File: src/rtl/synthesis_primitives_pkg.sv
// Shared constants and helpers for the priority/index primitives.
// Holds scan direction names and the index-width function.
package synthesis_primitives_pkg;

  localparam string DIR_LSB = "LSB";
  localparam string DIR_MSB = "MSB";

  function automatic int idx_w(input int w);
    return (w > 1) ? $clog2(w) : 1;
  endfunction

endpackage

File: src/rtl/pry2idx_scan_oht2bin.sv
// One-hot to binary encoder built as an OR-tree of index masks.
// Each index bit ORs the one-hot lines whose position has that bit set.
module oht2bin
  import synthesis_primitives_pkg::*;
#(
  parameter  int WIDTH = 32,
  parameter  int SPLIT = 2,
  localparam int IDX_W = idx_w(WIDTH)
) (
  input  logic [WIDTH-1:0] oht,
  output logic [IDX_W-1:0] idx
);

  if (SPLIT < 1 || (SPLIT & (SPLIT - 1)) != 0) begin : g_bad_split
    $error("oht2bin: SPLIT must be a power of 2");
  end

  // OR each one-hot line into the index bits set in its position.
  always_comb begin
    idx = '0;
    for (int b = 0; b < IDX_W; b++)
      for (int i = 0; i < WIDTH; i++)
        if (((i >> b) & 1) == 1)
          idx[b] = idx[b] | oht[i];
  end

endmodule

File: src/rtl/pry2oht.sv
// Priority to one-hot converter: keeps only the highest-priority set bit.
// DIRECTION picks LSB-first or MSB-first priority.
module pry2oht
  import synthesis_primitives_pkg::*;
#(
  parameter int    WIDTH          = 32,
  parameter int    SPLIT          = 2,
  parameter string DIRECTION      = "LSB",
  parameter int    IMPLEMENTATION = 0
) (
  input  logic [WIDTH-1:0] pry,
  output logic [WIDTH-1:0] oht
);

  localparam bit MSB_FIRST = (DIRECTION == DIR_MSB);

  logic [WIDTH-1:0] fwd;
  logic [WIDTH-1:0] sel;

  if (SPLIT < 1 || (SPLIT & (SPLIT - 1)) != 0) begin : g_bad_split
    $error("pry2oht: SPLIT must be a power of 2");
  end

  // Reorder so that bit 0 is always the highest priority.
  always_comb begin
    fwd = '0;
    for (int i = 0; i < WIDTH; i++)
      fwd[i] = MSB_FIRST ? pry[WIDTH-1-i] : pry[i];
  end

  if (IMPLEMENTATION == 0) begin : g_arith
    assign sel = fwd & (~fwd + WIDTH'(1));
  end else begin : g_ripple
    // Ripple chain: a bit wins only if no lower bit is set.
    always_comb begin
      logic seen;
      seen = 1'b0;
      sel  = '0;
      for (int i = 0; i < WIDTH; i++) begin
        sel[i] = fwd[i] & ~seen;
        seen   = seen | fwd[i];
      end
    end
  end

  // Restore the original bit order.
  always_comb begin
    oht = '0;
    for (int i = 0; i < WIDTH; i++)
      oht[i] = MSB_FIRST ? sel[WIDTH-1-i] : sel[i];
  end

endmodule

File: src/rtl/pry2idx_scan.sv
// Sequential priority scanner: streams the index of every set bit.
// Optional PRY2IDX_SCAN_EMPTY_EN: zero vector yields one m_emp beat.
module pry2idx_scan
  import synthesis_primitives_pkg::*;
#(
  parameter  int    WIDTH          = 32,
  parameter  int    SPLIT          = 2,
  parameter  string DIRECTION      = "LSB",
  parameter  int    IMPLEMENTATION = 0,
  localparam int    IDX_W          = idx_w(WIDTH)
) (
  input  logic             clk,
  input  logic             rst_n,
  input  logic             s_vld,
  output logic             s_rdy,
  input  logic [WIDTH-1:0] s_pry,
  output logic             m_vld,
  input  logic             m_rdy,
  output logic [IDX_W-1:0] m_idx,
`ifdef PRY2IDX_SCAN_EMPTY_EN
  output logic             m_emp,
`endif
  output logic             m_lst
);

  logic [WIDTH-1:0] rem;
  logic [WIDTH-1:0] src;
  logic [WIDTH-1:0] oht;
  logic [WIDTH-1:0] rem_nxt;
  logic [IDX_W-1:0] nidx;
  logic             in_hs;
  logic             out_hs;

  assign s_rdy   = ~m_vld | (m_rdy & m_lst);
  assign in_hs   = s_vld & s_rdy;
  assign out_hs  = m_vld & m_rdy;
  assign src     = in_hs ? s_pry : rem;
  assign rem_nxt = src & ~oht;

  pry2oht #(
    .WIDTH          (WIDTH),
    .SPLIT          (SPLIT),
    .DIRECTION      (DIRECTION),
    .IMPLEMENTATION (IMPLEMENTATION)
  ) u_pry2oht (
    .pry (src),
    .oht (oht)
  );

  oht2bin #(
    .WIDTH (WIDTH),
    .SPLIT (SPLIT)
  ) u_oht2bin (
    .oht (oht),
    .idx (nidx)
  );

  // Scan state: IDLE is !m_vld, SCAN is m_vld; m_lst marks the final beat.
  always_ff @(posedge clk or negedge rst_n) begin
    if (!rst_n) begin
      rem   <= '0;
      m_vld <= 1'b0;
      m_idx <= '0;
      m_lst <= 1'b0;
`ifdef PRY2IDX_SCAN_EMPTY_EN
      m_emp <= 1'b0;
`endif
    end else if (in_hs) begin
      if (s_pry != '0) begin
        m_vld <= 1'b1;
        m_idx <= nidx;
        rem   <= rem_nxt;
        m_lst <= (rem_nxt == '0);
`ifdef PRY2IDX_SCAN_EMPTY_EN
        m_emp <= 1'b0;
`endif
      end else begin
        rem <= '0;
`ifdef PRY2IDX_SCAN_EMPTY_EN
        m_vld <= 1'b1;
        m_idx <= '0;
        m_lst <= 1'b1;
        m_emp <= 1'b1;
`else
        m_vld <= 1'b0;
        m_lst <= 1'b0;
`endif
      end
    end else if (out_hs) begin
      if (!m_lst) begin
        m_idx <= nidx;
        rem   <= rem_nxt;
        m_lst <= (rem_nxt == '0);
`ifdef PRY2IDX_SCAN_EMPTY_EN
        m_emp <= 1'b0;
`endif
      end else begin
        m_vld <= 1'b0;
      end
    end
  end

endmodule

File: config.mk
export PLATFORM = sky130hd
export DESIGN_NAME = pry2idx_scan
export DESIGN_NICKNAME = d
export VERILOG_FILES = /design/src/rtl/synthesis_primitives_pkg.sv /design/src/rtl/pry2idx_scan_oht2bin.sv /design/src/rtl/pry2oht.sv /design/src/rtl/pry2idx_scan.sv
export SDC_FILE = /design/constraint.sdc
export NUM_CORES = 1
export LEC_CHECK = 0
export BUFFER_PORTS_ARGS = -buffer_cell sky130_fd_sc_hd__buf_2
export CAP_MARGIN = 5
export CORE_MARGIN = 4
export CORE_UTILIZATION = 53
export DETAILED_ROUTE_END_ITERATION = 10
export HOLD_SLACK_MARGIN = 0.06
export PLACE_DENSITY = 0.85
export SYNTH_ARGS = -nofsm -noshare
export SYNTH_HDL_FRONTEND = slang
export SYNTH_SLANG_ARGS = --single-unit
File: constraint.sdc
create_clock -name clk -period 3.3 [get_ports clk]
set_clock_uncertainty 0.05 [all_clocks]
set_input_delay 0.495 -clock clk [delete_from_list [all_inputs] [get_ports clk]]
set_output_delay 0.495 -clock clk [all_outputs]
set_load 0.02 [all_outputs]
After elaboration in Yosys (flattened, before gate mapping)
Index checks and enable logic that the tools add are counted.
{"block": "totals", "regBits": 39, "output_inout_bits": 8, "elab_cells": 115, "inputBits": 36}
{"block": "op_classes", "n_eq_ne": 2, "bitwise": 84, "reduce_logical": 7, "n_mux": 17, "n_addsub": 1}
{"operator": "$mux 32", "n": 5}
{"operator": "$or 1x1->1", "n": 76}
{"operator": "$and 32x32->32", "n": 2}
{"operator": "$not 32->32", "n": 2}
{"operator": "$add 32x1->32 const B", "n": 1}
{"operator": "$logic_not 32->1", "n": 1}
{"operator": "$reduce_bool 32->1", "n": 1}
{"operator": "$mux 5", "n": 4}
{"operator": "$mux 1", "n": 8}
{"operator": "$ne 2x1->1 const B", "n": 2}
{"operator": "$reduce_and 2->1", "n": 2}
{"operator": "$reduce_bool 2->1", "n": 2}
{"operator": "$and 1x1->1", "n": 3}
{"operator": "$reduce_and 3->1", "n": 1}
{"operator": "$not 1->1", "n": 1}

Longest topological paths before layout
{"block": "depth", "depth_word": 25, "mapped_depth": 11, "ltp_nobuf": 9}

By module
From an unflattened synthesis, not the netlist that was laid out.
{"block": "hier_totals", "hier_cells": 434, "area_unflattened_um2": 3184.3}
{"mod": "pry2idx_scan", "area_per_inst_um2": 2588.7, "cells_per_inst": 338, "n_inst": 1, "seq_area_each_um2": 975.9}
{"mod": "pry2oht", "area_per_inst_um2": 451.7, "cells_per_inst": 77, "n_inst": 1, "seq_area_each_um2": 0.0}
{"mod": "oht2bin", "area_per_inst_um2": 143.9, "cells_per_inst": 19, "n_inst": 1, "seq_area_each_um2": 0.0}

Least setup slack after synthesis
No wires, ideal clock.
{"block": "synth_timing", "path_type": "register to register", "from": "register m_vld", "to": "register m_lst", "path_buffers": 0, "stages_incl_launch_ff": 10, "arrival_ns": 3.037, "setup_ns": 0.092, "synth_period_minus_slack_ns": 3.179, "required_time_ns": 3.158, "slack_ns": 0.121, "path_cell_list": "dfrtp_1 a21boi_2 inv_2 a2111o_1 o22ai_2 nand2_2 o21ba_1 or4_1 or4_1 o31ai_2"}
{"block": "synth_via", "elab_chain_cells": 13, "elab_cells_between_ends": 16, "classes_between": "add/sub (1); mux (5); bitwise (8); reduce/logical (2)"}
{"item": "start, declared", "line": "pry2idx_scan.sv:17", "rtl": "output logic m_vld,"}
{"item": "start signal, assigned", "line": "pry2idx_scan.sv:62", "rtl": "m_vld <= 1'b0;"}
{"item": "start signal, assigned", "line": "pry2idx_scan.sv:70", "rtl": "m_vld <= 1'b1;"}
{"item": "start signal, assigned", "line": "pry2idx_scan.sv:85", "rtl": "m_vld <= 1'b0;"}
{"item": "$not 1->1 *", "line": "pry2idx_scan.sv:34", "rtl": "assign s_rdy = ~m_vld | (m_rdy & m_lst);"}
{"item": "$or 1x1->1 *", "line": "pry2idx_scan.sv:34"}
{"item": "via s_rdy", "line": "pry2idx_scan.sv:15", "rtl": "output logic s_rdy,"}
{"item": "$and 1x1->1 *", "line": "pry2idx_scan.sv:35", "rtl": "assign in_hs = s_vld & s_rdy;"}
{"item": "$mux 32", "line": "pry2idx_scan.sv:37", "rtl": "assign src = in_hs ? s_pry : rem;"}
{"item": "$not 32->32", "line": "pry2oht.sv:32", "rtl": "assign sel = fwd & (~fwd + WIDTH'(1));"}
{"item": "$add 32x1->32", "line": "pry2oht.sv:32"}
{"item": "$and 32x32->32", "line": "pry2oht.sv:32"}
{"item": "$not 32->32", "line": "pry2idx_scan.sv:38", "rtl": "assign rem_nxt = src & ~oht;"}
{"item": "$and 32x32->32", "line": "pry2idx_scan.sv:38"}
{"item": "$logic_not 32->1", "line": "pry2idx_scan.sv:73, pry2idx_scan.sv:93"}
{"item": "$mux 1", "line": "pry2idx_scan.sv:90", "rtl": "if (!m_lst) begin"}
{"item": "$mux 1", "line": "pry2idx_scan.sv:89", "rtl": "end else if (out_hs) begin"}
{"item": "$mux 1", "line": "pry2idx_scan.sv:68", "rtl": "end else if (in_hs) begin"}
{"item": "end signal, assigned", "line": "pry2idx_scan.sv:73", "rtl": "m_lst <= (rem_nxt == '0);"}
{"item": "end signal, assigned", "line": "pry2idx_scan.sv:93", "rtl": "m_lst <= (rem_nxt == '0);"}
{"item": "end, declared", "line": "pry2idx_scan.sv:23", "rtl": "output logic m_lst"}
The timed path passes the listed nets; every way through them passes the cells marked *. The select of a mux whose other input is x is not followed.
A chain may end at the register's enable or synchronous reset.

Worst setup path after layout
{"block": "layout_timing", "from": "register rem[9]", "to": "register m_lst"}
{"block": "layout_via", "elab_chain_cells": 10, "elab_cells_between_ends": 11, "classes_between": "add/sub (1); mux (5); bitwise (4); reduce/logical (1)"}
{"item": "start, declared", "line": "pry2idx_scan.sv:26", "rtl": "logic [WIDTH-1:0] rem;"}
{"item": "start signal, assigned", "line": "pry2idx_scan.sv:72", "rtl": "rem <= rem_nxt;"}
{"item": "start signal, assigned", "line": "pry2idx_scan.sv:92", "rtl": "rem <= rem_nxt;"}
{"item": "$mux 32 *", "line": "pry2idx_scan.sv:37"}
{"item": "$not 32->32", "line": "pry2oht.sv:32"}
{"item": "$add 32x1->32", "line": "pry2oht.sv:32"}
{"item": "$and 32x32->32", "line": "pry2oht.sv:32"}
{"item": "$not 32->32", "line": "pry2idx_scan.sv:38"}
{"item": "$and 32x32->32 *", "line": "pry2idx_scan.sv:38"}
{"item": "$logic_not 32->1 *", "line": "pry2idx_scan.sv:73, pry2idx_scan.sv:93"}
{"item": "$mux 1", "line": "pry2idx_scan.sv:90"}
{"item": "$mux 1", "line": "pry2idx_scan.sv:89"}
{"item": "$mux 1 *", "line": "pry2idx_scan.sv:68"}
Mark *: on every way between the ends. The rest lies on a longest branch, timed or not. The select of a mux whose other input is x is not followed.

==> results by group <==
Status
  • Status: finished clean

Clocking
  • Total CTS buffers: 5
  • Clock Latency Late Sink: 0.30 ns
  • Hold Buf Count CTS: 0
  • Clock transition at the registers of the reported paths: 0.08 ns
  • # H-tree levels: 2
  • Clk buf depth: 2
  • CTS root buffer: clkbuf_8
  • TritonCTS clock tree: built
  • CTS sink count: 38

Logic synthesis
  • Synth top area share: 0.290
  • Avg Cell Area, Syn: 7.78 sq um
  • Most common cell in the netlist: nor2_1
  • Area contributors post-synth: dfrtp_1 (29%), mux2i_1 (6.1%), nor2_1 (6.1%)
  • Synth Flop Type: dfrtp_1
  • EDFF count, synth: 0
  • #FFs+latches synth: 38
  • Syn. warnings: 0
  • Post-Synthesis Cells: 422
  • Commonest cells in the synthesized netlist: nor2_1 (53), nand2_1 (46), dfrtp_1 (38)
  • Number of distinct library cells after synthesis: 62
  • Area leader, netlist: dfrtp_1
  • Post-synth net total: 458
  • Seq/Total Area, Yosys: 0.290
  • Async set or reset register ratio after synthesis: 1.00
  • Post-Syn Area: 3280 sq um

Timing
  • Relative slew slack: 0.388
  • Tcrit/Tclk final: 0.964
  • RSZ-0062 raised after global routing: no
  • Final Hold Fails: 0
  • Worst-Margin Slew: 0.918 ns
  • Setup TNS: 0 ns
  • Setup Viol. Count Final: 0
  • Fmax: 314 MHz
  • Final Critical Period: 3.18 ns
  • Max-slew violations: 0

Placed design
  • Final HPWL DP: 9660 um
  • Port bufs: 43
  • Routability cong.: 1.07

Floorplanning
  • Die X: 86.7 um
  • Core Box Area: 5960 sq um
  • Initial Util: 0.551
  • Die Height: 86.7 um
  • Boundary pin count: 44
  • Die area: 7520 sq um
  • Cell Rows: 28

Global routing
  • Antenna violations before repair: 1
  • Largest net degree at the start of global routing: 39
  • Total track usage: 0.342
  • Grt ovf: 0
  • First-pass GRT wire length: 19900 um
  • Vias in the first global route: 3715

Finish
  • Layout area overhead: 23.5%
  • Number of nets in the layout: 539
  • Share of cells above drive strength 1: 0.248
  • Antenna cells: 0

Worst setup path
  • CP Capture Type: register
  • CP Launch Type: register
  • Worst Path Required: 3.46 ns
  • Max FO, Critical Path: 4
  • Kind of critical path: register to register
  • Data arrival, critical path: 3.34 ns

Power
  • LEAKAGE: 1.75 nW
  • Total power: 0.00423 W
  • Peak supply drop: 0.521 mV
  • Pwr dens: 1040 nW/um^2

Route
  • Routed wire length: 12600 um
  • DR vias/cell: 6.91
  • Initial DRC count: 554
  • # DRC: 0
  • Router iterations before antenna repair: 5
  • DR WL/cell: 21.8 um
  • Antenna-violating nets left: 0
  • DR vias: 3998

Worst hold path
  • Worst hold path type: input pin to asynchronous set/reset pin

Run
  • Max Cap Viol: 0
registers in the layout, summed over array words and instances, names as in the netlist:
signal,cells
m_vld,1
rem,31
m_lst,1
m_idx,5
through the flow:
step / cells / setup slack [ns] / instance area, sq um / hold slack (ns) / util
after floorplan: 422 / 0.121 / 3280 / 0.149 / -
after global placement: 569 / 0.0836 / 3890 / 0.437 / 0.654
after detailed placement: 569 / 0.0187 / 3890 / 0.472 / 0.654
after CTS: 577 / 0.0640 / 4000 / 0.297 / 0.671
after global routing: 579 / 0.0124 / 4050 / 0.321 / 0.681
final: 579 / 0.117 / 4050 / 0.259 / 0.681
cells in the final DEF, fill, tap and decap left out, types with 3 or more instances in the layout:
cell type | Yosys | layout
a21o_1 | 5 | 5
a21oi_1 | 22 | 22
a22o_1 | 9 | 9
a31oi_1 | 7 | 7
a32o_1 | 7 | 7
buf_2 | 3 | 43
buf_4 | 0 | 46
clkbuf_8 | 0 | 5
dfrtp_1 | 38 | 38
inv_1 | 5 | 5
maj3_1 | 3 | 3
mux2_2 | 5 | 5
mux2i_1 | 20 | 20
nand2_1 | 46 | 46
nand3_1 | 18 | 18
nand4_1 | 9 | 9
nor2_1 | 53 | 52
nor3_1 | 17 | 17
nor4_1 | 16 | 14
o211ai_1 | 3 | 3
o21a_1 | 5 | 5
o21ai_0 | 37 | 36
o22ai_1 | 3 | 3
o31ai_1 | 9 | 9
o32ai_1 | 3 | 3
o41ai_1 | 4 | 4
or2_2 | 4 | 4
or3_1 | 6 | 4
or3_4 | 1 | 3
or4_1 | 8 | 8
per-layer routing:
metal  GRT usage  wire (um)  vias up
li1            -          -     1802
met1       0.499       5460     1909
met2       0.519       5680      260
met3      0.0608       1230       25
met4      0.0921        242        2
met5           0         13        -
cells by family after synthesis:
| group | count (synthesis) | share of synthesized area |
|---|---|---|
| fa+ha+maj | 3 | 0.00915 |
| mux | 26 | 0.0816 |
| flops | 38 | 0.290 |
| compound gates | 139 | 0.297 |
| simple gates | 192 | 0.294 |
| buf+inv | 24 | 0.0286 |
timing repair:
item,4_1_cts,5_1_grt
gates resized for setup,0,6
buffers inserted,0,1
endpoints found under the setup margin,0,1
final timing paths:
check	start	to	slack [ns]	cells past startpoint
min in group clk	s_pry[31]	rem[31]	0.44	3
setup reg to reg	rem[9]	m_lst	0.12	9
max in group asynchronous	rst_n	rem[7]	2.39	1
hold reg to reg	m_idx[0]	m_idx[0]	0.49	2
setup / recovery	rem[9]	m_lst	0.12	9
hold / removal	rst_n	rem[1]	0.26	1
critical path: stages (launching register included):
cell	delay, ns
dfrtp_1	0.41
or3_4	0.42
a2111o_1	0.45
buf_4	0.18
o22ai_2	0.17
nand2_2	0.08
o21ba_1	0.22
or4_1	0.48
or4_1	0.43
o31ai_2	0.22
report_power, final:
part           total [W]  internal (W)  switching [W]
clock           0.000400      0.000226       0.000174
combinational    0.00304       0.00125        0.00179
sequential      0.000787      0.000611       0.000176
area by class of cell:
type / count / area (sq um)
multi-input cells: 361 / 2300
clock inverters: 1 / 30.0
clock buffers: 7 / 76.3
inverters: 7 / 26.3
flip-flops and latches: 38 / 951
repair buffers: 90 / 581
well taps: 75 / 93.8
fillers: 545 / 1900
Note: power is estimated with default switching activity, not from simulation.
